==> config.mk <==
export PLATFORM = sky130hd
export DESIGN_NAME = demux_seq_reg
export DESIGN_NICKNAME = d
export VERILOG_FILES = /design/src/rtl/demux_seq_reg.sv
export SDC_FILE = /design/constraint.sdc
export NUM_CORES = 1
export LEC_CHECK = 0
export BUFFER_PORTS_ARGS = -buffer_cell sky130_fd_sc_hd__buf_2
export CAP_MARGIN = 5
export CORE_MARGIN = 2
export CORE_UTILIZATION = 48
export CTS_CLUSTER_SIZE = 28
export DETAILED_ROUTE_END_ITERATION = 12
export GPL_ROUTABILITY_DRIVEN = 1
export HOLD_SLACK_MARGIN = 0.02
export PLACE_DENSITY = 0.77
export SETUP_SLACK_MARGIN = 0.05
export SLEW_MARGIN = 20
export SYNTH_ARGS = -nofsm -noshare
export SYNTH_HDL_FRONTEND = slang
export SYNTH_SLANG_ARGS = --single-unit
==> constraint.sdc <==
create_clock -name clk -period 2.9 [get_ports clk]
set_input_delay 0.435 -clock clk [delete_from_list [all_inputs] [get_ports clk]]
set_output_delay 0.435 -clock clk [all_outputs]
set_load 0.005 [all_outputs]
==> src/rtl/demux_seq_reg.sv <==
// demux_seq_reg
//   Registered 1-to-CH demultiplexer with valid/ready handshake. Each output
//   channel owns a one-entry register, so a stalled channel only blocks beats
//   aimed at that channel. The target channel is either the external select
//   or an internal round-robin counter that advances once per accepted beat.
//
// Parameters
//   WIDTH  data bits per beat
//   CH     number of output channels (2..256)
//   SELW   select width, 2**SELW >= CH
//
// Ports
//   clk        rising-edge clock
//   reset_n    asynchronous active-low reset
//   in_valid   input beat present
//   in_ready   beat can be taken this cycle (independent of in_valid)
//   in_data    input beat
//   sel        external channel select (auto_en = 0)
//   auto_en    1: target = round-robin counter, 0: target = sel
//   out_valid  per-channel beat present
//   out_ready  per-channel consumer ready
//   out_data   channel k at [k*WIDTH +: WIDTH]
//   cur_sel    current target channel (combinational)
//   err_sel    one-cycle pulse after a beat is dropped for an out-of-range sel
//
// Build option
//   DEMUX_ZERO_IDLE_EN  when defined, a channel's data register clears on
//                       drain so idle channels read 0; otherwise data holds.

module demux_seq_reg #(
  parameter int WIDTH = 1,
  parameter int CH    = 8,
  parameter int SELW  = 3
) (
  input  logic                  clk,
  input  logic                  reset_n,
  input  logic                  in_valid,
  output logic                  in_ready,
  input  logic [WIDTH-1:0]      in_data,
  input  logic [SELW-1:0]       sel,
  input  logic                  auto_en,
  output logic [CH-1:0]         out_valid,
  input  logic [CH-1:0]         out_ready,
  output logic [CH*WIDTH-1:0]   out_data,
  output logic [SELW-1:0]       cur_sel,
  output logic                  err_sel
);

  localparam logic [SELW:0]   CH_LIM  = (SELW+1)'(CH);
  localparam logic [SELW-1:0] RR_LAST = SELW'(CH-1);

  logic [SELW-1:0] rr;
  logic [SELW-1:0] tgt;
  logic            in_range;
  logic            accepted;
  logic [CH-1:0]   hit;
  logic [CH-1:0]   wr;

  always_comb begin
    tgt      = auto_en ? rr : sel;
    in_range = {1'b0, tgt} < CH_LIM;
    hit      = '0;
    for (int unsigned k = 0; k < CH; k++) begin
      hit[k] = (tgt == SELW'(k));
    end
    // Only the addressed channel can stall; an out-of-range target matches
    // no channel, so the beat is always taken (and dropped).
    in_ready = ~|(hit & out_valid & ~out_ready);
    accepted = in_valid & in_ready;
    wr       = accepted ? hit : '0;
  end

  assign cur_sel = tgt;

  always_ff @(posedge clk or negedge reset_n) begin
    if (!reset_n) begin
      out_valid <= '0;
      out_data  <= '0;
      rr        <= '0;
      err_sel   <= 1'b0;
    end else begin
      err_sel <= accepted & ~in_range;
      if (accepted && auto_en) begin
        rr <= (rr == RR_LAST) ? '0 : rr + 1'b1;
      end
      for (int unsigned k = 0; k < CH; k++) begin
        // A write wins over a drain so a channel sustains one beat per cycle.
        if (wr[k]) begin
          out_valid[k]                  <= 1'b1;
          out_data[k*WIDTH +: WIDTH]    <= in_data;
        end else if (out_valid[k] && out_ready[k]) begin
          out_valid[k]                  <= 1'b0;
`ifdef DEMUX_ZERO_IDLE_EN
          out_data[k*WIDTH +: WIDTH]    <= '0;
`endif
        end
      end
    end
  end

endmodule

==> results.yml <==
timing:
  post-route-period-util: 0.829
  period_minus_slack_ns: 2.40
  grt_setup_unrepaired: "no"
  tns_ns: 0
  holdWs_ns: 0.0521
  fmax_ghz: 0.416
  slew_violations: 0
  finalSetupViolCount: 0
  finClkSkew_ns: 0.00984
  finalHoldViolCount: 0
route:
  vias: 846
  drt_first_pass_iters: 4
  antenna_left: 0
  drtIter0Drc: 4
  wl_per_cell_um: 13.6
  routed_wl_mm: 2.13
  drc: 0
  routed_via_density: 5.39
yosys:
  netlist_top_cells_count: "19 x dfrtp_1, 12 x mux2_2, 6 x nand2_1, 6 x nor4_1"
  synth-seq-cells: 19
  yosysUniqueCellTypes: 33
  postSynthAreaPerCell_um2: 11.7
  synth_edf_count: 0
  synth_fp_nets: 109
  synthArstFlopShare: 1.00
  syn_inst: 91
  yosys_most_used_dff: "dfrtp_1"
  yosysTopAreaCell: "dfrtp_1"
  yosysMostFrequentCell: "dfrtp_1"
  syn_area_mm2: 0.00106
  synth_area_leaders: "dfrtp_1 45%, mux2_2 13%, nor4_1 3.5%"
  yosysSeqAreaShare: 0.448
  synth_top_area_share: 0.448
  ys_warn_count: 0
clock_network:
  clk_pin_slew_ns: 0.11
  clock_latency_ns: 0.30
  cts_hold_buffers: 0
  root_buffer: "clkbuf_4"
  clockBufferDepth: 2
  post_cts_buffers: 0
  cts_max_level: 1
  ctsResizeCount: 0
  cts.sinks: 19
  cts_tree: "built"
  numCtsBuffers: 3
power:
  p_sw_frac: 0.349
  clockPowerShare: 0.138
  leakage_uw: 0.000619
  peakVddDrop_mv: 0.516
  combPwrFrac: 0.407
  p_int_uw: 630
  p_sw_uw: 338
  seq_power_share: 0.455
  power.density_mw_per_mm2: 752
grt:
  grt_pass1_vias: 861
  grt_overflow: 0
  grt_pass1_wl_mm: 3.61
  grt_usage: 0.187
  antenna_found_initial: 0
  grt_max_degree: 20
placement:
  place_hpwl_mm: 1.71
  port_buffers: 35
  place.gp.congestion: 0.856
job:
  drv_cap: 0
cells_and_area:
  drive_above_1_share: 0.496
  post-route-util: 0.599
  syn_to_final_growth_pct: 21.2
  antenna_cells: 0
  final_nets: 148
  fillCellCount: 188
worst_hold_path:
  hold_path_class: "in2async"
floorplanning:
  rows: 17
  die_x_um: 51.0
  ioPinCount: 37
  dieArea_mm2: 0.00261
  core_mm2: 0.00215
  start_util: 0.494
  die_h_um: 51.0
setup_path:
  path_class: "reg2out"
  crit_path_max_fanout: 5
  max_stage_delay_ns: 0.43
  cp.required_ns: 2.47
  cp.arrival_ns: 1.97
  cp-start-kind: "flip-flop"
  crit_path_cell_trace: "mux2i_2 > buf_4 > inv_1 > o32ai_2 > nor3_1 > buf_2"
  cp_slowest_cell: "dfrtp_1"
  end_kind: "output port"
status:
  outcome: "completed"
## final timing paths
path	start	to	slack [ns]	depth (start not counted)
setup / recovery	rr[1]$_DFFE_PN0P_	in_ready	0.50	6
hold / removal	reset_n	out_valid[2]$_DFFE_PN0P_	0.05	1
setup reg to reg	rr[1]$_DFFE_PN0P_	out_data[5]$_DFFE_PN0P_	0.77	5
hold reg to reg	out_data[4]$_DFFE_PN0P_	out_data[4]$_DFFE_PN0P_	0.51	1
max in group asynchronous	reset_n	rr[2]$_DFFE_PN0P_	2.54	1
min in group clk	out_ready[2]	out_valid[2]$_DFFE_PN0P_	0.43	3
## flip-flops by register name, summed over array words and instances, names as in the netlist
name / cells
rr: 3
out_data: 8
out_valid: 8
## per-layer routing
layer | global-route usage | part of all wire | vias up
li1 | - | - | 409
met1 | 0.231 | 0.42 | 408
met2 | 0.305 | 0.51 | 24
met3 | 0.0351 | 0.048 | 5
met4 | 0.104 | 0.017 | 0
met5 | 0 | 0 | -
## cell families (layout without fill, tap and decap cells)
group	after synthesis	in the layout	share of synthesized area
and+or+nand+nor	36	36	0.208
DFF	19	19	0.448
muxes	14	14	0.150
AOI/OAI and AO/OA	13	13	0.135
buffers and inverters	6	44	0.0318
adders and majority gates	2	2	0.0236
other	1	1	0.00353
## area by class of cell
class | count | area (µm²) | share of cell area
multi-input cells | 66 | 553 | 0.430
flip-flops and latches | 19 | 475 | 0.369
repair buffers | 36 | 183 | 0.142
well taps | 28 | 35.0 | 0.0272
clock buffers | 4 | 26.3 | 0.0204
inverters | 4 | 15.0 | 0.0117
## power by group through the flow
stage          logic, µW  registers (µW)  clock network (µW)
2_1_floorplan        231             442                   0
3_5_place_dp         398             445                   0
5_1_grt              441             456                 149
3_3_place_gp         384             440                   0
4_1_cts              401             441                 136
6_report             394             440                 133
## metrics by stage
step | cells | setup WS [ns] | total power, µW | instance area, µm²
2_1_floorplan | 91 | 0.773 | 674 | 1060
3_3_place_gp | 153 | 0.553 | 824 | 1260
6_report | 157 | 0.497 | 968 | 1290
3_5_place_dp | 153 | 0.477 | 844 | 1260
5_1_grt | 157 | 0.390 | 1050 | 1290
4_1_cts | 157 | 0.484 | 978 | 1290
## worst max-delay path, delay by kind of cell (launching register included)
family	cells	cell delay, ns
AOI/OAI and AO/OA	1	0.38
buffers and inverters	3	0.43
DFF	1	0.43
muxes	1	0.34
and+or+nand+nor	1	0.11
## cell usage in the layout, fill, tap and decap left out, types with 3 or more instances in the layout
master,instances
nand2b_1,4
mux2_2,12
clkbuf_4,3
nor4_1,6
nand2_1,6
or2_2,4
inv_1,4
dfrtp_1,19
nor2_1,4
buf_2,35
(Power assumes the default switching activity.)
